<file path="src/rtl/rtype_seq_ctrl_if.sv">
// Instruction-memory fetch port shared by rtype_seq_ctrl and its memory.
interface rtype_seq_ctrl_if #(
    parameter int unsigned PC_WIDTH = 32
);
    logic                imem_req;
    logic [PC_WIDTH-1:0] imem_addr;
    logic                imem_ready;
    logic [31:0]         imem_rdata;

    modport master (output imem_req, output imem_addr, input imem_ready, input imem_rdata);
    modport slave  (input imem_req, input imem_addr, output imem_ready, output imem_rdata);
endinterface

</file>
<file path="src/rtl/rtype_seq_ctrl.sv">
// Multi-cycle FETCH/DECODE/EXEC/WB sequencer for the R-type integer core.
// Optional feature: define SEQ_INSTRET_EN to build the retired-instruction counter.
module rtype_seq_ctrl #(
    parameter int unsigned          PC_WIDTH = 32,
    parameter logic [PC_WIDTH-1:0]  PC_RESET = '0,
    parameter int unsigned          PC_STEP  = 4
) (
    input  logic                    clk,
    input  logic                    rst_n,
    rtype_seq_ctrl_if.master        imem,
    input  logic                    halt_req,
    output logic [4:0]              rs1_addr,
    output logic [4:0]              rs2_addr,
    output logic [4:0]              rd_addr,
    output logic [2:0]              alu_control,
    output logic                    regwrite_en,
    output logic                    halted,
    output logic                    illegal,
    output logic [2:0]              state,
    output logic [31:0]             instret
);
    typedef enum logic [2:0] {
        FETCH  = 3'd0,
        DECODE = 3'd1,
        EXEC   = 3'd2,
        WB     = 3'd3,
        HALT   = 3'd4,
        TRAP   = 3'd5
    } state_t;

    localparam logic [6:0] OP_RTYPE = 7'b0110011;
    localparam logic [6:0] F7_BASE  = 7'h00;
    localparam logic [6:0] F7_ALT   = 7'h20;

    state_t              state_q, state_d;
    logic [PC_WIDTH-1:0] pc_q, pc_d;
    logic [31:0]         ir_q, ir_d;
    logic [2:0]          alu_q, alu_d;
    logic                illegal_q, illegal_d;
    logic                imem_req_q, regwrite_q, halted_q;
    logic                dec_ok;
    logic [2:0]          dec_alu;

    // Register addresses come straight from the latched word; stable DECODE..WB.
    assign rs1_addr = ir_q[19:15];
    assign rs2_addr = ir_q[24:20];
    assign rd_addr  = ir_q[11:7];

    assign imem.imem_req  = imem_req_q;
    assign imem.imem_addr = pc_q;
    assign alu_control    = alu_q;
    assign regwrite_en    = regwrite_q;
    assign halted         = halted_q;
    assign illegal        = illegal_q;
    assign state          = state_q;

    // R-type decode of the instruction register
    always_comb begin
        dec_ok  = 1'b0;
        dec_alu = alu_q;
        if (ir_q[6:0] == OP_RTYPE) begin
            case (ir_q[14:12])
                3'd0: begin
                    if (ir_q[31:25] == F7_BASE) begin
                        dec_ok  = 1'b1;
                        dec_alu = 3'b000;
                    end else if (ir_q[31:25] == F7_ALT) begin
                        dec_ok  = 1'b1;
                        dec_alu = 3'b001;
                    end
                end
                3'd7: begin dec_ok = (ir_q[31:25] == F7_BASE); dec_alu = 3'b010; end
                3'd6: begin dec_ok = (ir_q[31:25] == F7_BASE); dec_alu = 3'b011; end
                3'd4: begin dec_ok = (ir_q[31:25] == F7_BASE); dec_alu = 3'b100; end
                3'd2: begin dec_ok = (ir_q[31:25] == F7_BASE); dec_alu = 3'b101; end
                default: dec_ok = 1'b0;
            endcase
        end
    end

    // Next-state and datapath-control logic
    always_comb begin
        state_d   = state_q;
        pc_d      = pc_q;
        ir_d      = ir_q;
        alu_d     = alu_q;
        illegal_d = illegal_q;
        case (state_q)
            FETCH: begin
                if (imem.imem_ready) begin
                    ir_d    = imem.imem_rdata;
                    state_d = DECODE;
                end
            end
            DECODE: begin
                if (dec_ok) begin
                    alu_d   = dec_alu;
                    state_d = EXEC;
                end else begin
                    illegal_d = 1'b1;
                    state_d   = TRAP;
                end
            end
            EXEC:    state_d = WB;
            WB: begin
                pc_d    = pc_q + PC_WIDTH'(PC_STEP);
                state_d = halt_req ? HALT : FETCH;
            end
            HALT:    if (!halt_req) state_d = FETCH;
            TRAP:    state_d = TRAP;
            default: state_d = FETCH;
        endcase
    end

    always_ff @(posedge clk or negedge rst_n) begin
        if (!rst_n) begin
            state_q <= FETCH;
        end else begin
            state_q <= state_d;
        end
    end

    // Outputs are registered from the next state so they line up with the state they describe.
    always_ff @(posedge clk or negedge rst_n) begin
        if (!rst_n) begin
            pc_q       <= PC_RESET;
            ir_q       <= '0;
            alu_q      <= '0;
            illegal_q  <= 1'b0;
            imem_req_q <= 1'b1;
            regwrite_q <= 1'b0;
            halted_q   <= 1'b0;
        end else begin
            pc_q       <= pc_d;
            ir_q       <= ir_d;
            alu_q      <= alu_d;
            illegal_q  <= illegal_d;
            imem_req_q <= (state_d == FETCH);
            regwrite_q <= (state_d == WB);
            halted_q   <= (state_d == HALT);
        end
    end

`ifdef SEQ_INSTRET_EN
    logic [31:0] instret_q;

    always_ff @(posedge clk or negedge rst_n) begin
        if (!rst_n) begin
            instret_q <= '0;
        end else if (state_q == WB) begin
            instret_q <= instret_q + 32'd1;
        end
    end

    assign instret = instret_q;
`else
    assign instret = '0;
`endif

endmodule

</file>
<file path="src/flat_wrapper.sv">
// flat-port wrapper written by rule: the top's interface ports become plain ports
module rtype_seq_ctrl_flat 
#(
    parameter int unsigned          PC_WIDTH = 32,
    parameter logic [PC_WIDTH-1:0]  PC_RESET = '0,
    parameter int unsigned          PC_STEP  = 4
)
  (clk, rst_n, halt_req, rs1_addr, rs2_addr, rd_addr, alu_control, regwrite_en, halted, illegal, state, instret, imem_imem_req, imem_imem_addr, imem_imem_ready, imem_imem_rdata);
  rtype_seq_ctrl_if #(.PC_WIDTH(PC_WIDTH)) imem_i ();
  input  logic clk;
  input  logic rst_n;
  input  logic halt_req;
  output logic [4:0] rs1_addr;
  output logic [4:0] rs2_addr;
  output logic [4:0] rd_addr;
  output logic [2:0] alu_control;
  output logic regwrite_en;
  output logic halted;
  output logic illegal;
  output logic [2:0] state;
  output logic [31:0] instret;
  output wire logic [$bits(imem_i.imem_req)-1:0] imem_imem_req;
  output wire logic [$bits(imem_i.imem_addr)-1:0] imem_imem_addr;
  input wire logic [$bits(imem_i.imem_ready)-1:0] imem_imem_ready;
  input wire logic [$bits(imem_i.imem_rdata)-1:0] imem_imem_rdata;
  assign imem_imem_req = imem_i.imem_req;
  assign imem_imem_addr = imem_i.imem_addr;
  assign imem_i.imem_ready = imem_imem_ready;
  assign imem_i.imem_rdata = imem_imem_rdata;
  rtype_seq_ctrl #(.PC_WIDTH(PC_WIDTH), .PC_RESET(PC_RESET), .PC_STEP(PC_STEP)) u_core (.clk(clk), .rst_n(rst_n), .imem(imem_i), .halt_req(halt_req), .rs1_addr(rs1_addr), .rs2_addr(rs2_addr), .rd_addr(rd_addr), .alu_control(alu_control), .regwrite_en(regwrite_en), .halted(halted), .illegal(illegal), .state(state), .instret(instret));
endmodule
</file>
<file path="config.mk">
export PLATFORM = sky130hd
export DESIGN_NAME = rtype_seq_ctrl_flat
export DESIGN_NICKNAME = d
export VERILOG_FILES = /design/src/rtl/rtype_seq_ctrl_if.sv /design/src/rtl/rtype_seq_ctrl.sv /design/src/flat_wrapper.sv
export SDC_FILE = /design/constraint.sdc
export NUM_CORES = 1
export LEC_CHECK = 0
export CAP_MARGIN = 20
export CORE_ASPECT_RATIO = 1.5
export CORE_MARGIN = 4
export CORE_UTILIZATION = 25
export DETAILED_ROUTE_END_ITERATION = 8
export PLACE_DENSITY = 0.59
export REMOVE_ABC_BUFFERS = 1
export SETUP_SLACK_MARGIN = 0.3
export SLEW_MARGIN = 20
export SYNTH_ARGS = -nofsm -noshare
export SYNTH_HDL_FRONTEND = slang
export SYNTH_SLANG_ARGS = --single-unit
</file>
<file path="constraint.sdc">
create_clock -name clk -period 2.1 [get_ports clk]
set_input_delay 0.42 -clock clk [delete_from_list [all_inputs] [get_ports clk]]
set_output_delay 0.42 -clock clk [all_outputs]
set_load 0.005 [all_outputs]
</file>
==> results of run 1 <==
## through the flow
step	area, um^2	hold WS [ps]	worst slack (ps)
3_5_place_dp	4440	480	194
5_1_grt	4800	145	302
4_1_cts	4770	133	300
2_1_floorplan	3260	124	59.2
6_report	4800	124	352
3_3_place_gp	4440	460	224
## placed cells by master (no fill, tap or decap), types with 4 or more instances in the layout
cell type,netlist,final
nor3_1,11,11
nor2_1,10,10
buf_4,54,5
dfrtp_1,71,68
o21ai_0,8,8
nand4_1,4,4
nand3_1,8,8
conb_1,1,34
nand2_1,13,13
clkdlybuf4s50_1,0,87
and3_1,6,6
and2_1,4,4
mux2_2,32,32
clkbuf_16,0,9
inv_1,9,9
xnor2_1,14,14
xor2_1,16,16
## layout make-up
cell class / count / share of cell area (%)
sequential: 72 / 37.6
multi-input combinational: 194 / 29.8
timing repair buffer: 97 / 20.1
tap: 192 / 5.01
clock buffer: 9 / 4.69
clock inverter: 7 / 1.98
inverter: 9 / 0.704
## cell families after synthesis
family                   count (synthesis)
multiplexers                            35
AO/OA/AOI/OAI                           17
other                                    1
AND/OR/NAND/NOR                         77
flip-flops                              72
buffers and inverters                   67
adder cells (fa/ha/maj)                  1
XOR/XNOR                                30
## layer usage
layer  up-vias  share of wire, %  track usage [%]  wire (um)
met4         0               1.2             3.33         94
li1       1103                 -                -          -
met1      1155                40             10.6       3110
met3         7               7.8             3.05        605
met5         -                 0                0          0
met2        91                51             16.9       3980
## sequential cells by signal, summed over array words and instances, names as in the netlist
register and flops:
u_core.halted 1, u_core.imem.imem_req 1, u_core.imem.imem_addr 30, u_core.ir_q 32, u_core.state 3, u_core.regwrite_en 1
u_core.alu_control 3, u_core.illegal 1
## what timing repair did
item | 4_1_cts | 5_1_grt
setup buffers | 1 | 2
resized for setup | 5 | 3
setup endpoints to repair | 4 | 4
## how the worst max path moves through the flow
stage,end,slack (ps)
final,imem_imem_addr[10],350
after global routing,imem_imem_addr[26],300
after CTS,imem_imem_req,300
after detailed placement,u_core.ir_q[16],190
after global placement,u_core.ir_q[15],220
after floorplan,u_core.ir_q[0],60
## report_power, final
part	switching, uW	internal (uW)	total, uW
logic	220	389	609
clock network	589	1040	1630
registers	117	1570	1690
total	926	3000	3930
==> summary.md, run 1 <==
| Metric | Value |
|---|---|
| First-pass GRT wire length | `12.3 mm` |
| CP Cell Sequence | `clkdlybuf4s50_1` |
| Post-Synth XOR/XNOR Area | `7.35%` |
| Yosys top cell area share | `49.7%` |
| Fraction of registers with async set/reset | `100%` |
| Port Buffers | `90` |
| Maximum vdd drop | `0.000341 V` |
| Synth Warn # | `0` |
| Via Count | `2356` |
| Critical Path Start Type | `flop` |
| Post-synthesis mux area share | `11.2%` |
| Min cycle time layout | `1750 ps` |
| Hold_buf cts | `0` |
| 1st-iter DRT viols | `44` |
| Initial Util | `25.5%` |
| Count of final setup violators | `0` |
| Largest cells by area after synthesis | `dfrtp_1 (50%), buf_4 (11%), mux2_2 (10%)` |
| Fmax | `572 MHz` |
| Largest family of logic cells by synthesized area | `simple AND/OR/NAND/NOR gates` |
| Dpl cells | `561` |
| Share of cells above drive strength 1 | `20.6%` |
| Syn_area_per_cell | `11.9 um^2` |
| Area grow syn2layout | `34.3%` |
| Pre-antenna DRT Iters | `4` |
| DRC Markers | `0` |
| Synth Area in Compound Gates | `3.47%` |
| Delay-heaviest family, CP | `buffers and inverters` |
| Commonest cells post-synth | `dfrtp_1 (71), buf_4 (54), mux2_2 (32)` |
| Worst reg2reg path startpoint | `u_core.ir_q[26]` |
| # fillers | `1409` |
| Die Width | `106 um` |
| Crit-path max FO | `6` |
| Simple-Gate Fraction of Synth Area | `13.9%` |
| Vias/cell | `4.06` |
| Max-cap violation count | `0` |
| Worst r2r dst | `u_core.alu_control[2]` |
| Type of the worst setup path | `reg2out` |
| Pleak | `0.00216 uW` |
| Pwr dens | `818 mW/mm^2` |
| Wirelength per Cell | `13.4 um` |
| Row cnt | `53` |
| Hold Violations, Final | `0` |
| CTS tree | `done` |
| Number of global-route vias before repair | `2414` |
| Primary FF master, synth | `dfrtp_1` |
| Core ar. | `0.0140 mm^2` |
| Cell Area, Synth | `0.00357 mm^2` |
| Total CTS buffers | `9` |
| EDFF count, synth | `0` |
| RSZ-0062 raised after global routing | `false` |
| DIE HEIGHT | `154 um` |
| IO Count | `125` |
| CP required | `1680 ps` |
| Area occupied by multi-input gates | `0.00143 mm^2` |
| Die ar. | `0.0163 mm^2` |
| Min-Delay Path Class | `in2async` |
| CP startpoint | `u_core.imem.imem_addr[10]` |
| Clock Root Buffer | `clkbuf_16` |
| Finished Layout Cells | `580` |
| Cell with the most instances after synthesis | `dfrtp_1` |
| Synth Area in Adders | `0.350%` |
| Largest stage delay, worst path | `550 ps` |
| Clk Latency, worst-skew pair | `320 ps` |
| Worst-Margin Slew | `563 ps` |
| Worst path bufs/invs | `1` |
| Post-synthesis cell count | `300` |
| Worst Reg2Reg Path Length in Cells | `4` |
| Final Max Tran Viols | `0` |
| Final ANT Viol Nets | `0` |
| Gp weighted congestion | `0.725` |
| GRT overflow | `0` |
| Share of the cycle needed by the critical path after routing | `83.2%` |
| Critical Path AT | `1330 ps` |
| Yosys cell types | `42` |
| Ant diodes | `0` |
| Initial antenna violation count | `0` |
| Htree depth | `3` |
| Final Util | `34.3%` |
| Worst R2R Setup Slack | `450 ps` |
| Fin Clk Skew | `4.24 ps` |
| Stages on the worst setup path | `1` |
| DP HPWL | `5.82 mm` |
| Sequential cell area | `0.00181 mm^2` |
| Final setup TNS | `0 ps` |
| Yosys top cell by area | `dfrtp_1` |
| Relative slew slack | `62.2%` |
| Fin nets | `420` |
| Pin count of the biggest net entering global routing | `73` |
| Status | `finished, final reports clean` |
| Synth Register Bits | `72` |
| Gr usage total | `9.50%` |
| Total power | `3930 uW` |
| Post-synthesis sequential area ratio | `50.4%` |
| Slowest cell on the critical path | `clkdlybuf4s50_1` |
| # clock sinks | `72` |
| Routed WL | `7.79 mm` |
| CP endpoint kind | `output port` |
| CTS max path bufs | `2` |
| CTS clk-pin slew, worst paths | `60 ps` |
No activity file was read; power rests on OpenSTA's default activity.
==> run 2, diff against run 1 <==
--- a/config.mk
+++ b/config.mk
@@ -10,7 +10,7 @@
 export CORE_MARGIN = 4
 export CORE_UTILIZATION = 25
 export DETAILED_ROUTE_END_ITERATION = 8
-export PLACE_DENSITY = 0.59
+export PLACE_DENSITY = 0.61
 export REMOVE_ABC_BUFFERS = 1
 export SETUP_SLACK_MARGIN = 0.3
 export SLEW_MARGIN = 20
==> constraint.sdc (replaced) <==
create_clock -name clk -period 1.47 [get_ports clk]
set_input_delay 0.294 -clock clk [delete_from_list [all_inputs] [get_ports clk]]
set_output_delay 0.294 -clock clk [all_outputs]
set_load 0.005 [all_outputs]
==> run 2 against run 1 <==
  * The run now ends with setup timing left
  * Total power is 47% higher
  * Sequential cell count unchanged
  * Core utilization grew 11 points
  * First-iteration DRC count increased by 57%
  * Via count increased by 25%
  * Design area grew 32%
  * Largest power group unchanged
==> summary.md, run 2 (synthesized netlist as in run 1, its figures left out) <==
| Metric | Value |
|---|---|
| CP required | `1690 ps` |
| Design area | `0.00635 mm^2` |
| Number of global-route vias before repair | `3217` |
| DP HPWL | `6.32 mm` |
| Worst Reg2Reg Path Length in Cells | `4` |
| GRT overflow | `0` |
| Finished Layout Cells | `708` |
| Count of final setup violators | `62` |
| Uppermost layer routed | `met4` |
| # clock sinks | `72` |
| # fillers | `1288` |
| Fin Clk Skew | `4.48 ps` |
| Most common cell after layout, fill and taps aside | `buf_6` |
| Pin count of the biggest net entering global routing | `35` |
| Htree depth | `3` |
| Worst reg2reg path startpoint | `u_core.ir_q[26]` |
| Total power | `5760 uW` |
| Pwr dens | `908 mW/mm^2` |
| Final setup margin | `-194 ps` |
| Maximum vdd drop | `0.000519 V` |
| Final Max Tran Viols | `0` |
| Share of the cycle needed by the critical path after routing | `113%` |
| Wire length on met2 | `5.97 mm` |
| Row cnt | `53` |
| Port Buffers | `90` |
| Critical Path Start Type | `flop` |
| Fin nets | `548` |
| Die ar. | `0.0163 mm^2` |
| Length of routed met3 wiring | `684 um` |
| RSZ-0062 raised after global routing | `true` |
| Via Count | `2954` |
| First-pass GRT wire length | `16.6 mm` |
| Max-cap violation count | `0` |
| Core ar. | `0.0140 mm^2` |
| Wirelength per Cell | `14.9 um` |
| Final ANT Viol Nets | `0` |
| Hold Violations, Final | `0` |
| Largest register FFs | `32` |
| Crit-path max FO | `4` |
| Status | `complete, but fails checks` |
| Vias/cell | `4.17` |
| Clk Latency, worst-skew pair | `330 ps` |
| Type of the worst setup path | `reg2reg` |
| Clock Root Buffer | `clkbuf_16` |
| Most flop-heavy register | `u_core.ir_q` |
| Die Width | `106 um` |
| Initial antenna violation count | `0` |
| Placed cell area | `0.00475 mm^2` |
| Min cycle time layout | `1660 ps` |
| Initial Util | `25.5%` |
| Ant diodes | `0` |
| CP endpoint kind | `flop` |
| Routed WL | `10.5 mm` |
| Share of cells above drive strength 1 | `57.4%` |
| Critical Path AT | `1880 ps` |
| IO Count | `125` |
| Gr usage total | `12.9%` |
| CTS max path bufs | `2` |
| Worst r2r dst | `u_core.alu_control[2]` |
| Violated checks | `setup timing` |
| DIE HEIGHT | `154 um` |
| 1st-iter DRT viols | `69` |
| CTS tree | `done` |
| CTS clk-pin slew, worst paths | `60 ps` |
| Worst R2R Setup Slack | `-190 ps` |
| Min-Delay Path Class | `in2async` |
| Pleak | `0.00332 uW` |
| Total CTS buffers | `9` |
| Pre-antenna DRT Iters | `4` |
| Gp weighted congestion | `0.758` |
| Most frequent cells in the layout | `buf_6 (80), dfrtp_1 (70), buf_4 (68)` |
| Area grow syn2layout | `77.5%` |
| Met1 wire length | `3.73 mm` |
| DRC Markers | `0` |
| Dpl cells | `599` |
| Fmax | `601 MHz` |
[run 2: cell type report]
| cell class | instances | area (um^2) | share of cell area, % |
|---|---|---|---|
| timing repair buffer | 225 | 2150 | 33.9 |
| tap | 192 | 240 | 3.79 |
| inverter | 9 | 36.3 | 0.572 |
| multi-input combinational | 194 | 1830 | 28.8 |
| clock buffer | 10 | 239 | 3.77 |
| sequential | 72 | 1800 | 28.4 |
| clock inverter | 6 | 43.8 | 0.690 |
[run 2: layer usage]
layer / global-route usage, % / vias to the layer above
met5: 0 / -
met4: 4.14 / 0
met3: 3.97 / 13
met2: 24.4 / 94
met1: 13.4 / 1481
li1: - / 1366
[run 2: per-stage QoR]
| stage | worst slack (ps) | utilization, % | TNS (ps) | hold WS (ps) |
|---|---|---|---|---|
| finish | -194 | 45.4 | -4670 | 428 |
| global route | -257 | 45.4 | -7810 | 469 |
| CTS | -169 | 42.9 | -2840 | 430 |
| detailed placement | -229 | 34.0 | -7760 | 248 |
| global placement | -194 | 34.0 | -6840 | 250 |
| floorplan | -571 | - | -18430 | -1.59 |
[run 2: worst max path at each step]
stage	startpoint	end	slack, ps	cells after the start
3_3_place_gp	imem_imem_ready	u_core.ir_q[21]	-190	4
6_report	u_core.ir_q[26]	u_core.alu_control[2]	-190	4
4_1_cts	u_core.ir_q[27]	u_core.alu_control[2]	-170	4
5_1_grt	u_core.ir_q[26]	u_core.alu_control[0]	-260	4
2_1_floorplan	u_core.state[0]	u_core.ir_q[0]	-570	3
3_5_place_dp	imem_imem_ready	u_core.ir_q[22]	-230	4
[run 2: worst max-delay path, stage by stage (launching register included)]
cell and delay (ps):
dfrtp_1 400, nor4_4 370, and4_4 310, o2111ai_4 140
mux2_4 330
[run 2: what timing repair did]
action / CTS / global route
pin swaps: 50 / 25
hold endpoints to repair: 24 / 0
setup buffers: 60 / 27
hold buffers: 1 / 0
setup endpoints to repair: 125 / 112
gates resized for setup: 371 / 37
cloned: 5 / 0
[run 2: power breakdown]
group / internal (uW) / switching [uW]
Clock: 1190 / 890
Sequential: 2250 / 182
Combinational: 825 / 426
Total: 4260 / 1500
